===== config.mk =====
export PLATFORM = sky130hd
export DESIGN_NAME = ppu_mem_arbiter_flat
export DESIGN_NICKNAME = d
export VERILOG_FILES = /design/src/rtl/ppu_mem_arbiter_pkg.sv /design/src/rtl/ppu_mem_arbiter_if.sv /design/src/rtl/ppu_rr_arbiter.sv /design/src/rtl/ppu_mem_arbiter.sv /design/src/flat_wrapper.sv
export SDC_FILE = /design/constraint.sdc
export NUM_CORES = 1
export LEC_CHECK = 0
export BUFFER_PORTS_ARGS = -buffer_cell sky130_fd_sc_hd__buf_2
export CORE_MARGIN = 5
export CORE_UTILIZATION = 47
export DETAILED_ROUTE_END_ITERATION = 8
export PLACE_DENSITY_LB_ADDON = 0.08
export SYNTH_ARGS = -nofsm -noshare
export SYNTH_HDL_FRONTEND = slang
export SYNTH_SLANG_ARGS = --single-unit

===== constraint.sdc =====
create_clock -name clk -period 4.76 [get_ports clk]
set_clock_uncertainty 0.15 [all_clocks]
set_input_delay 0.714 -clock clk [delete_from_list [all_inputs] [get_ports clk]]
set_output_delay 0.714 -clock clk [all_outputs]
set_load 0.05 [all_outputs]

===== src/rtl/ppu_mem_arbiter_pkg.sv =====
// Shared types and constants for the PPU memory arbiter:
// address map, return-pipeline tag, palette aliasing.
package ppu_mem_pkg;

    typedef enum logic {
        ARB_FIXED = 1'b0,
        ARB_RR    = 1'b1
    } arb_mode_e;

    localparam logic [13:0] VRAM_MIRROR_LO = 14'h3000;
    localparam logic [13:0] PAL_BASE       = 14'h3F00;
    localparam logic [13:0] MIRROR_OFS     = 14'h1000;

    typedef struct packed {
        logic       valid;
        logic [2:0] ch_id;
        logic       is_pal;
    } ret_tag_t;

    // Sprite-palette entry 0 of each group shares storage with the bg entry.
    function automatic logic [4:0] pal_alias(input logic [4:0] p);
        return (p[4] && p[1:0] == 2'b00) ? {1'b0, p[3:0]} : p;
    endfunction

endpackage


===== src/rtl/ppu_mem_arbiter_if.sv =====
// Requester and memory-port bundle of the PPU memory arbiter.
// slave = arbiter side, master = requesters plus memories.
interface ppu_mem_arbiter_if #(
    parameter int NUM_CH = 3,
    parameter int ADDR_W = 16,
    parameter int DATA_W = 8
);
    logic                     render_active;
    logic [NUM_CH-1:0]        ch_req;
    logic [NUM_CH-1:0]        ch_we;
    logic [NUM_CH*ADDR_W-1:0] ch_addr;
    logic [NUM_CH*DATA_W-1:0] ch_wdata;
    logic [NUM_CH-1:0]        ch_gnt;
    logic [NUM_CH-1:0]        ch_rvalid;
    logic [DATA_W-1:0]        ch_rdata;
    logic [13:0]              vram_addr;
    logic                     vram_we;
    logic [DATA_W-1:0]        vram_wdata;
    logic [DATA_W-1:0]        vram_rdata;
    logic [4:0]               pal_addr;
    logic                     pal_we;
    logic [DATA_W-1:0]        pal_wdata;
    logic [DATA_W-1:0]        pal_rdata;
    logic                     starve_err;

    modport slave (
        input  render_active, ch_req, ch_we, ch_addr, ch_wdata,
        input  vram_rdata, pal_rdata,
        output ch_gnt, ch_rvalid, ch_rdata,
        output vram_addr, vram_we, vram_wdata,
        output pal_addr, pal_we, pal_wdata, starve_err
    );

    modport master (
        output render_active, ch_req, ch_we, ch_addr, ch_wdata,
        output vram_rdata, pal_rdata,
        input  ch_gnt, ch_rvalid, ch_rdata,
        input  vram_addr, vram_we, vram_wdata,
        input  pal_addr, pal_we, pal_wdata, starve_err
    );

endinterface


===== src/rtl/ppu_rr_arbiter.sv =====
// One-hot grant selector: fixed lowest-index priority or
// round-robin starting at a rotating pointer.
module ppu_rr_arbiter
    import ppu_mem_pkg::*;
#(
    parameter int NUM_CH   = 3,
    parameter int ARB_MODE = 0
) (
    input  logic              clk,
    input  logic              reset,
    input  logic [NUM_CH-1:0] req,
    input  logic [NUM_CH-1:0] eligible,
    output logic [NUM_CH-1:0] gnt
);
    localparam int IW = $clog2(NUM_CH);

    logic [IW-1:0]     ptr_q;
    logic [IW-1:0]     ptr_d;
    logic [NUM_CH-1:0] cand;
    logic              found;
    int                start;
    int                idx;
    int                win;

    always_comb begin
        cand  = req & eligible;
        start = (ARB_MODE == int'(ARB_RR)) ? int'(ptr_q) : 0;
        gnt   = '0;
        found = 1'b0;
        win   = 0;
        idx   = 0;
        for (int k = 0; k < NUM_CH; k++) begin
            idx = start + k;
            if (idx >= NUM_CH) idx = idx - NUM_CH;
            if (!found && cand[IW'(idx)]) begin
                found = 1'b1;
                win   = idx;
            end
        end
        if (found) gnt[IW'(win)] = 1'b1;
        ptr_d = ptr_q;
        if (found) ptr_d = (win == NUM_CH - 1) ? '0 : IW'(win + 1);
    end

    always_ff @(posedge clk or posedge reset) begin
        if (reset) ptr_q <= '0;
        else       ptr_q <= ptr_d;
    end

endmodule


===== src/rtl/ppu_mem_arbiter.sv =====
// PPU memory arbiter: grants one requester per cycle onto VRAM or
// palette, mirrors $3000-$3EFF, tags reads, watches for starvation.
module ppu_mem_arbiter
    import ppu_mem_pkg::*;
#(
    parameter int NUM_CH     = 3,
    parameter int ADDR_W     = 16,
    parameter int DATA_W     = 8,
    parameter int MEM_LAT    = 1,
    parameter int ARB_MODE   = 0,
    parameter int STARVE_LIM = 1023
) (
    input logic clk,
    input logic reset,
    ppu_mem_arbiter_if.slave bus
);
    localparam int CW = $clog2(STARVE_LIM + 1);
    localparam logic [CW-1:0] LIM = CW'(STARVE_LIM);

    logic [NUM_CH-1:0] elig;
    logic [NUM_CH-1:0] gnt;
    logic              any_gnt;
    logic              sel_we;
    logic [2:0]        sel_id;
    logic [ADDR_W-1:0] sel_addr;
    logic [DATA_W-1:0] sel_wdata;
    logic [13:0]       a;
    logic [13:0]       vaddr;
    logic [4:0]        paddr;
    logic              is_pal;

    logic [13:0]       vram_addr_q, vram_addr_d;
    logic [DATA_W-1:0] vram_wdata_q, vram_wdata_d;
    logic [4:0]        pal_addr_q, pal_addr_d;
    logic [DATA_W-1:0] pal_wdata_q, pal_wdata_d;
    ret_tag_t          ret_q [MEM_LAT];
    ret_tag_t          ret_d [MEM_LAT];
    ret_tag_t          tail;
    logic [CW-1:0]     cnt_q [NUM_CH];
    logic [CW-1:0]     cnt_d [NUM_CH];
    logic              starve_q, starve_d;
    logic [NUM_CH-1:0] rvalid;

    // Nothing is eligible while reset is held so outputs stay quiet.
    always_comb begin
        elig = '0;
        if (!reset) elig = bus.render_active ? NUM_CH'(1) : '1;
    end

    ppu_rr_arbiter #(
        .NUM_CH   (NUM_CH),
        .ARB_MODE (ARB_MODE)
    ) u_arb (
        .clk      (clk),
        .reset    (reset),
        .req      (bus.ch_req),
        .eligible (elig),
        .gnt      (gnt)
    );

    always_comb begin
        sel_id    = '0;
        sel_we    = 1'b0;
        sel_addr  = '0;
        sel_wdata = '0;
        for (int i = 0; i < NUM_CH; i++) begin
            if (gnt[i]) begin
                sel_id    = 3'(i);
                sel_we    = bus.ch_we[i];
                sel_addr  = bus.ch_addr[i*ADDR_W +: ADDR_W];
                sel_wdata = bus.ch_wdata[i*DATA_W +: DATA_W];
            end
        end
    end

    generate
        if (ADDR_W > 14) begin : g_hi
            logic unused_hi;
            assign unused_hi = ^sel_addr[ADDR_W-1:14];
        end
    endgenerate

    assign any_gnt = |gnt;
    assign a       = sel_addr[13:0];
    assign is_pal  = (a >= PAL_BASE);
    assign vaddr   = (a >= VRAM_MIRROR_LO) ? a - MIRROR_OFS : a;
    assign paddr   = pal_alias(a[4:0]);

    always_comb begin
        vram_addr_d  = vram_addr_q;
        vram_wdata_d = vram_wdata_q;
        pal_addr_d   = pal_addr_q;
        pal_wdata_d  = pal_wdata_q;
        if (any_gnt && !is_pal) begin
            vram_addr_d = vaddr;
            if (sel_we) vram_wdata_d = sel_wdata;
        end
        if (any_gnt && is_pal) begin
            pal_addr_d = paddr;
            if (sel_we) pal_wdata_d = sel_wdata;
        end
    end

    always_comb begin
        ret_d[0].valid  = any_gnt && !sel_we;
        ret_d[0].ch_id  = sel_id;
        ret_d[0].is_pal = is_pal;
        for (int s = 1; s < MEM_LAT; s++) ret_d[s] = ret_q[s-1];
    end

    // Counters only advance outside the render window.
    always_comb begin
        starve_d = starve_q;
        for (int i = 0; i < NUM_CH; i++) begin
            cnt_d[i] = '0;
            if (i != 0 && bus.ch_req[i] && !gnt[i]) begin
                cnt_d[i] = cnt_q[i];
                if (!bus.render_active && cnt_q[i] != LIM)
                    cnt_d[i] = cnt_q[i] + CW'(1);
            end
            if (cnt_d[i] == LIM) starve_d = 1'b1;
        end
    end

    always_ff @(posedge clk or posedge reset) begin
        if (reset) begin
            vram_addr_q  <= '0;
            vram_wdata_q <= '0;
            pal_addr_q   <= '0;
            pal_wdata_q  <= '0;
            ret_q        <= '{default: '0};
            cnt_q        <= '{default: '0};
            starve_q     <= 1'b0;
        end else begin
            vram_addr_q  <= vram_addr_d;
            vram_wdata_q <= vram_wdata_d;
            pal_addr_q   <= pal_addr_d;
            pal_wdata_q  <= pal_wdata_d;
            ret_q        <= ret_d;
            cnt_q        <= cnt_d;
            starve_q     <= starve_d;
        end
    end

    assign tail = ret_q[MEM_LAT-1];

    always_comb begin
        rvalid = '0;
        for (int i = 0; i < NUM_CH; i++)
            rvalid[i] = tail.valid && (tail.ch_id == 3'(i));
    end

    assign bus.ch_gnt     = gnt;
    assign bus.ch_rvalid  = rvalid;
    assign bus.ch_rdata   = !tail.valid ? '0 :
                            tail.is_pal ? bus.pal_rdata : bus.vram_rdata;
    assign bus.vram_addr  = vram_addr_d;
    assign bus.vram_we    = any_gnt && sel_we && !is_pal;
    assign bus.vram_wdata = vram_wdata_d;
    assign bus.pal_addr   = pal_addr_d;
    assign bus.pal_we     = any_gnt && sel_we && is_pal;
    assign bus.pal_wdata  = pal_wdata_d;
    assign bus.starve_err = starve_q;

endmodule


===== src/flat_wrapper.sv =====
// flat-port wrapper written by rule: the top's interface ports become plain ports
module ppu_mem_arbiter_flat import ppu_mem_pkg::*;
#(
    parameter int NUM_CH     = 3,
    parameter int ADDR_W     = 16,
    parameter int DATA_W     = 8,
    parameter int MEM_LAT    = 1,
    parameter int ARB_MODE   = 0,
    parameter int STARVE_LIM = 1023
)
  (clk, reset, bus_render_active, bus_ch_req, bus_ch_we, bus_ch_addr, bus_ch_wdata, bus_vram_rdata, bus_pal_rdata, bus_ch_gnt, bus_ch_rvalid, bus_ch_rdata, bus_vram_addr, bus_vram_we, bus_vram_wdata, bus_pal_addr, bus_pal_we, bus_pal_wdata, bus_starve_err);
  ppu_mem_arbiter_if #(.NUM_CH(NUM_CH), .ADDR_W(ADDR_W), .DATA_W(DATA_W)) bus_i ();
  input logic clk;
  input logic reset;
  input wire logic [$bits(bus_i.render_active)-1:0] bus_render_active;
  input wire logic [$bits(bus_i.ch_req)-1:0] bus_ch_req;
  input wire logic [$bits(bus_i.ch_we)-1:0] bus_ch_we;
  input wire logic [$bits(bus_i.ch_addr)-1:0] bus_ch_addr;
  input wire logic [$bits(bus_i.ch_wdata)-1:0] bus_ch_wdata;
  input wire logic [$bits(bus_i.vram_rdata)-1:0] bus_vram_rdata;
  input wire logic [$bits(bus_i.pal_rdata)-1:0] bus_pal_rdata;
  output wire logic [$bits(bus_i.ch_gnt)-1:0] bus_ch_gnt;
  output wire logic [$bits(bus_i.ch_rvalid)-1:0] bus_ch_rvalid;
  output wire logic [$bits(bus_i.ch_rdata)-1:0] bus_ch_rdata;
  output wire logic [$bits(bus_i.vram_addr)-1:0] bus_vram_addr;
  output wire logic [$bits(bus_i.vram_we)-1:0] bus_vram_we;
  output wire logic [$bits(bus_i.vram_wdata)-1:0] bus_vram_wdata;
  output wire logic [$bits(bus_i.pal_addr)-1:0] bus_pal_addr;
  output wire logic [$bits(bus_i.pal_we)-1:0] bus_pal_we;
  output wire logic [$bits(bus_i.pal_wdata)-1:0] bus_pal_wdata;
  output wire logic [$bits(bus_i.starve_err)-1:0] bus_starve_err;
  assign bus_i.render_active = bus_render_active;
  assign bus_i.ch_req = bus_ch_req;
  assign bus_i.ch_we = bus_ch_we;
  assign bus_i.ch_addr = bus_ch_addr;
  assign bus_i.ch_wdata = bus_ch_wdata;
  assign bus_i.vram_rdata = bus_vram_rdata;
  assign bus_i.pal_rdata = bus_pal_rdata;
  assign bus_ch_gnt = bus_i.ch_gnt;
  assign bus_ch_rvalid = bus_i.ch_rvalid;
  assign bus_ch_rdata = bus_i.ch_rdata;
  assign bus_vram_addr = bus_i.vram_addr;
  assign bus_vram_we = bus_i.vram_we;
  assign bus_vram_wdata = bus_i.vram_wdata;
  assign bus_pal_addr = bus_i.pal_addr;
  assign bus_pal_we = bus_i.pal_we;
  assign bus_pal_wdata = bus_i.pal_wdata;
  assign bus_starve_err = bus_i.starve_err;
  ppu_mem_arbiter #(.NUM_CH(NUM_CH), .ADDR_W(ADDR_W), .DATA_W(DATA_W), .MEM_LAT(MEM_LAT), .ARB_MODE(ARB_MODE), .STARVE_LIM(STARVE_LIM)) u_core (.clk(clk), .reset(reset), .bus(bus_i));
endmodule

## Word-level counts from Yosys, hierarchy flattened

Index checks and enable logic that the tools add are counted.

| operators by class | value |
|---|---|
| add/sub/neg operators | 3 |
| order comparisons | 4 |
| eq/ne operators | 6 |
| multiplexer cells | 35 |
| bitwise operators | 1 |
| reductions and logical operators | 26 |

Operators by type and width:

| cell | number |
|---|---|
| $mux 8 | 9 |
| $mux 14 | 5 |
| $mux 10 | 4 |
| $ge 14x14->1 const B | 2 |
| $add 10x1->10 const B | 2 |
| $eq 10x10->1 const B | 2 |
| $ne 10x10->1 const B | 2 |
| $logic_and 1x1->1 | 16 |
| $sub 14x13->14 const B | 1 |
| $mux 1 | 10 |
| $mux 5 | 2 |
| $logic_not 1->1 | 6 |
| $mux 2 | 3 |
| $lt 2x4->1 const B | 1 |
| $logic_not 3->1 | 1 |
| $mux 3 | 1 |
| $reduce_or 3->1 | 1 |
| $and 2x2->2 | 1 |
| $demux 1 s2 | 1 |
| $eq 2x1->1 const B | 1 |
| $eq 2x2->1 const B | 1 |
| $ge 2x1->1 const B | 1 |
| $logic_not 2->1 | 1 |
| $reduce_bool 2->1 | 1 |

| storage, ports and cells | value |
|---|---|
| register bits after elaboration | 60 |
| bits of input ports | 97 |
| output and inout port bits | 52 |
| logic and storage cells | 85 |

## Logic depth before layout (Yosys ltp)

Gate-level depths: netlist of run 1.

| logic depth | value |
|---|---|
| word-level depth | 19 |
| gate-level depth with buffers | 8 |
| depth with buffers taken out | 7 |

## By module

Synthesis of run 1 repeated with hierarchy kept, for this count alone.

| unflattened totals | value |
|---|---|
| cells, all modules | 337 |
| area, all modules | 3450.8 sq um |

Modules (own cells, without submodules):

| module | times used | cells an instance | area an instance (sq um) | sequential area each (sq um) |
|---|---|---|---|---|
| ppu_mem_arbiter | 1 | 332 | 3420.8 | 1501.4 |
| ppu_rr_arbiter | 1 | 5 | 30.0 | 0.0 |

## Least setup slack after synthesis of run 1

No wires, ideal clock.

| path | value |
|---|---|
| path type | input -> output |
| start | input port reset |
| end | output port bus_vram_addr[0] |
| arrival time | 3.878 ns |
| required time | 3.896 ns |
| setup slack | 0.018 ns |
| stages on the path | 7 |
| buffers on the path | 2 |
| cell sequence | buf_2 -> inv_1 -> o21ai_0 -> a41oi_2 -> clkbuf_1 -> nor2_1 -> a21oi_2 |

| on the way | value |
|---|---|
| word-level cells in the longest chain between the ends | 18 |
| elaborated cells on any way between the ends | 24 |
| classes of those cells | add/sub: 1; order compare: 4; mux: 12; bitwise: 1; reduce/logical: 6 |

RTL lines:

| what | line | RTL |
|---|---|---|
| from (decl) | flat_wrapper.sv:14 | `input logic reset;` |
| $mux 2 (*) | ppu_mem_arbiter.sv:47 | `if (!reset) elig = bus.render_active ? NUM_CH'(1) : '1;` |
| $and 2x2->2 (*) | ppu_rr_arbiter.sv:26 | `cand = req & eligible;` |
| $mux 1 | ppu_rr_arbiter.sv:35 | `if (!found && cand[IW'(idx)]) begin` |
| $logic_not 1->1 | ppu_rr_arbiter.sv:35 |  |
| $logic_and 1x1->1 | ppu_rr_arbiter.sv:35 |  |
| $mux 1 | ppu_rr_arbiter.sv:35 |  |
| $lt 2x4->1 (implied by the code) / $ge 2x1->1 (equally long branches) | ppu_rr_arbiter.sv:40 | `if (found) gnt[IW'(win)] = 1'b1;` |
| $logic_and 1x1->1 (implied by the code) | ppu_rr_arbiter.sv:40 |  |
| $mux 1 (implied by the code) | ppu_rr_arbiter.sv:40 |  |
| $demux 1 s2 | ppu_rr_arbiter.sv:40 |  |
| $mux 3 (*) | ppu_rr_arbiter.sv:40 |  |
| $mux 14 (3 in series) | ppu_mem_arbiter.sv:67 | `if (gnt[i]) begin` |
| $ge 14x14->1 | ppu_mem_arbiter.sv:85 | `assign is_pal = (a >= PAL_BASE);` |
| $logic_not 1->1 | ppu_mem_arbiter.sv:94 | `if (any_gnt && !is_pal) begin` |
| $logic_and 1x1->1 | ppu_mem_arbiter.sv:94 |  |
| $mux 14 (*) | ppu_mem_arbiter.sv:94 |  |
| to (decl) | flat_wrapper.sv:25 | `output wire logic [$bits(bus_i.vram_addr)-1:0] bus_vram_addr;` |

Every way passes the cells marked *; elsewhere a longest branch is shown, timed or not.

## Worst setup path after layout of run 1

| path | value |
|---|---|
| start | input port bus_render_active |
| end | output port bus_pal_wdata[0] |

| on the way | value |
|---|---|
| word-level cells in the longest chain between the ends | 16 |
| elaborated cells on any way between the ends | 26 |
| classes of those cells | order compare: 3; mux: 18; bitwise: 1; reduce/logical: 4 |

RTL lines:

| what | line | RTL |
|---|---|---|
| from (decl) | flat_wrapper.sv:15 | `input wire logic [$bits(bus_i.render_active)-1:0] bus_render_active;` |
| $mux 2 (*) (2 in series) | ppu_mem_arbiter.sv:47 |  |
| $and 2x2->2 (*) | ppu_rr_arbiter.sv:26 |  |
| $logic_and 1x1->1 (*) | ppu_rr_arbiter.sv:35 |  |
| $mux 1 | ppu_rr_arbiter.sv:35 |  |
| $lt 2x4->1 (implied by the code) / $ge 2x1->1 (equally long branches) | ppu_rr_arbiter.sv:40 |  |
| $logic_and 1x1->1 (implied by the code) | ppu_rr_arbiter.sv:40 |  |
| $mux 1 (implied by the code) | ppu_rr_arbiter.sv:40 |  |
| $demux 1 s2 | ppu_rr_arbiter.sv:40 |  |
| $mux 3 (*) | ppu_rr_arbiter.sv:40 |  |
| $mux 14 (3 in series) | ppu_mem_arbiter.sv:67 |  |
| $ge 14x14->1 | ppu_mem_arbiter.sv:85 |  |
| $logic_and 1x1->1 | ppu_mem_arbiter.sv:98 | `if (any_gnt && is_pal) begin` |
| $mux 8 (*) | ppu_mem_arbiter.sv:98 |  |
| to (decl) | flat_wrapper.sv:30 | `output wire logic [$bits(bus_i.pal_wdata)-1:0] bus_pal_wdata;` |

Marked as above.

==> reports/qor.yml, run 1 <==
global_routing:
  antenna_violations_before_repair: 0
  grt_max_degree: 32
  grt_pass1_wl_mm: 14.1
  grt_overflow: 0
  first_global_vias: 2851
  grt_use_total: 0.203
sta:
  finalWorstPathRequiredPeriod_ns: 3.85
  hold_viol_final: 0
  setup_repair_after_global_routing_missed_its_margin: "no"
  fin_crit_sh: 0.810
  final.setup.worst_slack_ns: 0.905
  maxClockFrequency_mhz: 259
  final.setup.tns_ns: 0
  worst_slew_margin_rel: 0.491
  finalSetupViolCount: 0
  holdWs_ns: 0.335
  worst_slew_pin_slew_ns: 0.759
  maxSlewViolCount: 0
critical_path:
  endpoint_kind: "output port"
  cp_data_arrival_time_ns: 2.99
  required_ns: 3.90
  worstPathCellList: "buf_2 > nand4bb_1 > a21oi_1 > nor3b_2 > and4_1 > nand2_4 > a22o_1 > buf_2"
  crit_top_cell: "buf_2"
  crit_slowest_cell: "and4_1"
  critical-path-max-stage-delay_ns: 0.54
  cp_max_fo: 16
  startpoint_class_of_the_critical_path: "input pin"
  crit_type: "input pin to output port"
floorplan:
  dieHeight_um: 93.2
  num_rows: 30
  starting_density_of_the_core: 0.482
  core_um2: 6760
  die_width_um: 93.2
  top_level_ports: 149
  floorplan.die_area_um2: 8690
placed_design:
  dp_hpwl_mm: 6.31
  post_placement_setup_slack_ns: 0.896
  io_buffer_count: 117
  gp_congestion: 0.829
pwr:
  p_per_area_nw_per_um2: 334
  power_frac_clock: 0.430
  switching_share: 0.278
  p_switching_mw: 0.384
  intPower_mw: 0.998
  share_comb_of_total_power: 0.183
  total_leakage_power_nw: 1.96
  peakVddDrop_v: 0.000241
  seq_power_share: 0.387
synth:
  synthesis.area_per_instance_um2: 10.0
  synth-async-reset-ratio: 1.00
  flops_latches_synth: 59
  yosysUniqueCellTypes: 58
  count_of_mapped_cells_out_of_synthesis: 324
  synth.cell_area_um2: 3250
  synthFlopType: "dfrtp_1"
  synth_enable_flop_cells: 0
  synth_sequential_area_ratio: 0.454
  synthesis.yosys.warnings: 0
detailed_routing:
  wire_per_inst_um: 16.3
  num_vias: 2932
  viasPerCell: 5.60
  ant_nets: 0
  drt_drc_violations_left: 0
  routed_wirelength_mm: 8.52
  drtIter0Drc: 113
  drt_pre_antenna_iters: 4
clocking:
  clock_sink_count: 59
  tritoncts: "built"
  clkLatencyLatePin_ns: 0.33
  ctsHtreeMaxLevel: 3
  cts_setup_buffers: 0
  max-clock-path-buffers: 2
  numCtsBuffers: 9
  cts_root_buffer: "clkbuf_8"
  postCtsResizedCells: 0
  holdBufCountCts: 0
  path_clk_slew_ns: 0.07
finish:
  layout.filler_cells: 606
  antenna_cell_count: 0
  layout.area.seq_um2: 1480
  post_route_cells_drive_above_1_share: 0.367
  areaGrowthSynthToFinish_pct: 27.3
  area_of_the_multi_input_gates_um2: 1660
  finish.net_count: 538
run_status:
  status: "finished, final reports clean"
flow_run:
  number_of_max_cap_violations: 0
min_path:
  min_path_type: "flip-flop to flip-flop"
cell usage after synthesis (all sizes together) (7+ instances only):
cell type  instances  area, um2
dfrtp             59       1480
nor2              41        154
nand2             22       90.1
a21oi             21        154
a22oi             21        158
a22o              17        149
buf               13       90.1
o21ai             13       65.1
mux2i             12        120
nor2b             12       75.1
nand3              8       40.0
clkbuf             7       26.3
nor3               7       35.0
routing by layer:
metal / global-route usage / up-vias / wire length [um]
met4: 0.0794 / 0 / 133
met5: 0 / - / 0
met3: 0.0362 / 11 / 489
met2: 0.322 / 87 / 4180
li1: - / 1422 / -
met1: 0.278 / 1412 / 3710
metrics by stage:
stage	instance area, um2	total power [mW]	util	instances
after global routing	4140	1.44	0.613	524
after global placement	3890	0.793	0.575	508
after detailed placement	3890	0.798	0.575	508
after floorplan	3260	0.723	-	325
after CTS	4140	1.40	0.613	524
final	4140	1.38	0.613	524
registers in the layout, indices dropped and copies added (netlist names):
signal / cells
u_core.pal_addr_q: 5
u_core.vram_addr_q: 14
u_core.cnt_q: 20
u_core.vram_wdata_q: 8
u_core.ret_q: 3
u_core.bus.starve_err: 1
u_core.pal_wdata_q: 8
critical path, delay by kind of cell:
family / cells / cell delay (ns)
buffers and inverters: 2 / 0.43
AO/OA/AOI/OAI: 2 / 0.57
AND/OR/NAND/NOR: 4 / 1.27
placed cells by master (no fill, tap or decap), types with 6 or more instances in the layout:
| master | instances |
|---|---|
| buf_2 | 117 |
| dfrtp_1 | 59 |
| nor2_1 | 41 |
| nand2_1 | 21 |
| a22oi_1 | 21 |
| a22o_1 | 17 |
| a21oi_2 | 13 |
| mux2i_1 | 12 |
| nor2b_1 | 11 |
| clkbuf_8 | 9 |
| a21oi_1 | 8 |
| nand3_1 | 8 |
| o21ai_1 | 8 |
| nor3_1 | 7 |
| xnor2_1 | 6 |
| buf_4 | 6 |
power groups by stage:
stage / Sequential, mW / Clock, mW / Combinational (mW)
after floorplan: 0.541 / 0 / 0.182
after global placement: 0.543 / 0 / 0.250
after detailed placement: 0.544 / 0 / 0.254
after CTS: 0.534 / 0.607 / 0.255
after global routing: 0.538 / 0.631 / 0.273
final: 0.535 / 0.595 / 0.253
cell type report:
cell class,instances,share of cell area
Clock buffer,11,0.0317
Clock inverter,5,0.0302
Inverter,6,0.00544
Multi-Input combinational cell,240,0.400
Sequential cell,59,0.356
Tap cell,80,0.0242
Timing Repair Buffer,123,0.152
worst paths after layout:
path / start / end / slack [ns] / cells after the start
worst max-delay path: bus_render_active / bus_pal_wdata[0] / 0.91 / 8
worst min-delay path: u_core.pal_addr_q[2] / u_core.pal_addr_q[2] / 0.34 / 2
worst max register to register: u_core.cnt_q[10] / u_core.bus.starve_err / 2.46 / 7
worst min register to register: u_core.pal_addr_q[2] / u_core.pal_addr_q[2] / 0.34 / 2
max in group asynchronous: reset / u_core.vram_addr_q[2] / 3.70 / 3
min in group asynchronous: reset / u_core.cnt_q[10] / 0.45 / 3
logic make-up (layout without fill, tap and decap cells):
family,Yosys count,count (layout),share of synthesized area
multiplexers,14,14,0.0438
adder cells (fa/ha/maj),2,2,0.00769
buffers and inverters,26,145,0.0427
flip-flops,59,59,0.454
other,1,2,0.00115
XOR/XNOR,7,7,0.0188
AND/OR/NAND/NOR,122,122,0.208
AO/OA/AOI/OAI,93,93,0.224
Note: power is estimated with default switching activity, not from simulation.
==> run 2, diff against run 1 <==
clock period = 3.8 ns   (was 4.76 ns; I/O delays follow)
==> run 2 against run 1 <==
  * Sequential power up 25%
  * Flip-flop and latch count unchanged
  * Final area up 0.69%
  * Cell count up 0.95%
  * Non-clock buffer count up 5
  * First-iteration DRC count down 3.5%
  * Global-route usage down 0.77 points
  * Hold slack worse by 0.087 ns
  * Clock power down 16%
  * Sequential share of layout area down 0.25 points
  * Critical path type unchanged
  * Critical endpoint is now bus_vram_addr[2]
  * Largest cell class unchanged
==> reports/qor.yml, run 2 (same netlist as run 1, synthesis figures left out) <==
critical_path:
  setup.worst_path.start: "bus_render_active"
  worst-r2r-cell-count: 7  # unchanged
  r2r_startpoint: "u_core.cnt_q[10]"
  rrSetupSlack_ns: 1.51  # -0.95 ns
  startpoint_class_of_the_critical_path: "input pin"
  crit_type: "input pin to output port"
  reg2reg_to: "u_core.bus.starve_err"
  required_ns: 3.08  # -0.82 ns
  cp_data_arrival_time_ns: 2.79  # -0.20 ns
  endpoint_kind: "output port"
  cp_max_fo: 16  # unchanged
pwr:
  total_leakage_power_nw: 1.96  # -0.27%
  p_per_area_nw_per_um2: 360  # +8.0%
  intPower_mw: 1.01  # +1.4%
  power_frac_clock: 0.333  # -0.097
  switching_share: 0.326  # +0.0488
  share_comb_of_total_power: 0.222  # +0.039
  seq_power_share: 0.445  # +0.058
  p_switching_mw: 0.491  # +28%
  p_total_mw: 1.50  # +8.7%
  peakVddDrop_v: 0.000333  # +38%
clocking:
  cts_setup_buffers: 0  # unchanged
  postCtsResizedCells: 0  # unchanged
  cts_root_buffer: "clkbuf_8"
  path_clk_slew_ns: 0.07  # about the same
  clock_sink_count: 59  # unchanged
  max-clock-path-buffers: 2  # unchanged
  holdBufCountCts: 0  # unchanged
  tritoncts: "built"
  numCtsBuffers: 9  # unchanged
  ctsHtreeMaxLevel: 3  # unchanged
  clkLatencyLatePin_ns: 0.33  # about the same
sta:
  setup_repair_after_global_routing_missed_its_margin: "no"
  final.setup.tns_ns: 0  # unchanged
  finalWorstPathRequiredPeriod_ns: 3.51
  maxClockFrequency_mhz: 285
  finalSetupViolCount: 0  # unchanged
  maxSlewViolCount: 0  # unchanged
  worst_slew_pin_slew_ns: 0.755  # -0.00383 ns
  hold_viol_final: 0  # unchanged
  worst_slew_margin_rel: 0.493  # +0.00257
  holdWs_ns: 0.248  # -0.0867 ns
  fin_crit_sh: 0.924
global_routing:
  grt_use_total: 0.196  # -0.00770
  antenna_violations_before_repair: 0  # unchanged
  grt_pass1_wl_mm: 13.7  # -2.9%
  grt_max_degree: 45  # +41%
  grt_overflow: 0  # unchanged
  first_global_vias: 2883  # +1.1%
floorplan:
  core_um2: 6760  # unchanged
  starting_density_of_the_core: 0.482  # unchanged
  floorplan.die_area_um2: 8690  # unchanged
  die_width_um: 93.2  # unchanged
  dieHeight_um: 93.2  # unchanged
  num_rows: 30  # unchanged
  top_level_ports: 149  # unchanged
placed_design:
  gp_congestion: 0.784  # -5.4%
  instance_area_at_placement_um2: 4000  # +2.9%
  io_buffer_count: 117  # unchanged
  dp_hpwl_mm: 6.12  # -3.1%
finish:
  antenna_cell_count: 0  # unchanged
  final_common_cell: "buf_2"
  largest_register_ffs: 20  # unchanged
  stdcell_area_um2: 4170  # +0.69%
  layout_top_registers: "u_core.cnt_q x20, u_core.vram_addr_q x14"
  layout.area.seq_um2: 1480  # unchanged
  area_of_the_multi_input_gates_um2: 1730  # +4.4%
  finish.net_count: 543  # +0.93%
  areaGrowthSynthToFinish_pct: 28.2
  top_register: "u_core.cnt_q"
  layout.filler_cells: 606  # unchanged
  commonest_cells_after_routing_fill_and_taps_aside: "117 x buf_2, 59 x dfrtp_1, 41 x nor2_1, 21 x nand2_1, 21 x a22oi_1"
  post_route_cells_drive_above_1_share: 0.372  # +0.00482
detailed_routing:
  routed_wirelength_mm: 8.08  # -5.2%
  ant_nets: 0  # unchanged
  drt_pre_antenna_iters: 4  # unchanged
  num_vias: 2895  # -1.3%
  viasPerCell: 5.47  # -2.2%
  wire_per_inst_um: 15.3  # -6.0%
  drt_drc_violations_left: 0  # unchanged
  drtIter0Drc: 109  # -3.5%
flow_run:
  number_of_max_cap_violations: 0  # unchanged
min_path:
  min_path_type: "input pin to asynchronous set/reset pin"
run_status:
  status: "finished, final reports clean"
-- run 2: cell types whose count changed in the layout (fill, tap and decap cells not counted), sizes merged --
cell / before / now
bufinv: 4 / 0
inv: 6 / 5
clkinvlp: 0 / 2
buf: 123 / 128
clkbuf: 11 / 12
clkinv: 1 / 3
-- run 2: metrics by stage --
step	std cells	utilization	worst slack, ns
6_report	529	0.617	0.289
5_1_grt	529	0.617	0.127
4_1_cts	529	0.617	0.293
3_5_place_dp	513	0.592	0.309
3_3_place_gp	513	0.592	0.346
2_1_floorplan	325	-	0.0181
-- run 2: power groups by stage --
stage | clock network, mW | logic, mW | registers, mW
5_1_grt | 0.547 | 0.360 | 0.672
6_report | 0.500 | 0.334 | 0.669
3_3_place_gp | 0 | 0.334 | 0.680
4_1_cts | 0.517 | 0.338 | 0.669
2_1_floorplan | 0 | 0.245 | 0.678
3_5_place_dp | 0 | 0.336 | 0.680
-- run 2: worst max path at each step --
stage	to	depth (start not counted)	slack [ns]
2_1_floorplan	bus_vram_addr[0]	8	0.02
3_3_place_gp	bus_vram_addr[8]	9	0.35
3_5_place_dp	bus_vram_addr[8]	9	0.31
4_1_cts	bus_vram_addr[7]	9	0.29
5_1_grt	bus_vram_addr[8]	9	0.13
6_report	bus_vram_addr[2]	9	0.29
-- run 2: worst max-delay path, stage by stage --
cell and delay [ns]:
buf_2 0.31, and2b_1 0.27, nand3b_1 0.12, a21oi_2 0.11, a41oi_4 0.51, buf_4 0.37
nor2_1 0.11, a21oi_4 0.12, buf_2 0.27
-- run 2: area by class of cell --
type	instances	share of cell area
clock inverter	4	0.00630
multi-input combinational	240	0.415
clock buffer	12	0.0348
timing repair buffer	128	0.160
inverter	6	0.00630
sequential	59	0.354
tap	80	0.0240
-- run 2: layer usage --
metal,track usage,routed length [um],up-vias
li1,-,-,1432
met5,0,0,-
met2,0.302,3700,107
met3,0.0692,728,4
met4,0.0403,51,0
met1,0.266,3600,1352
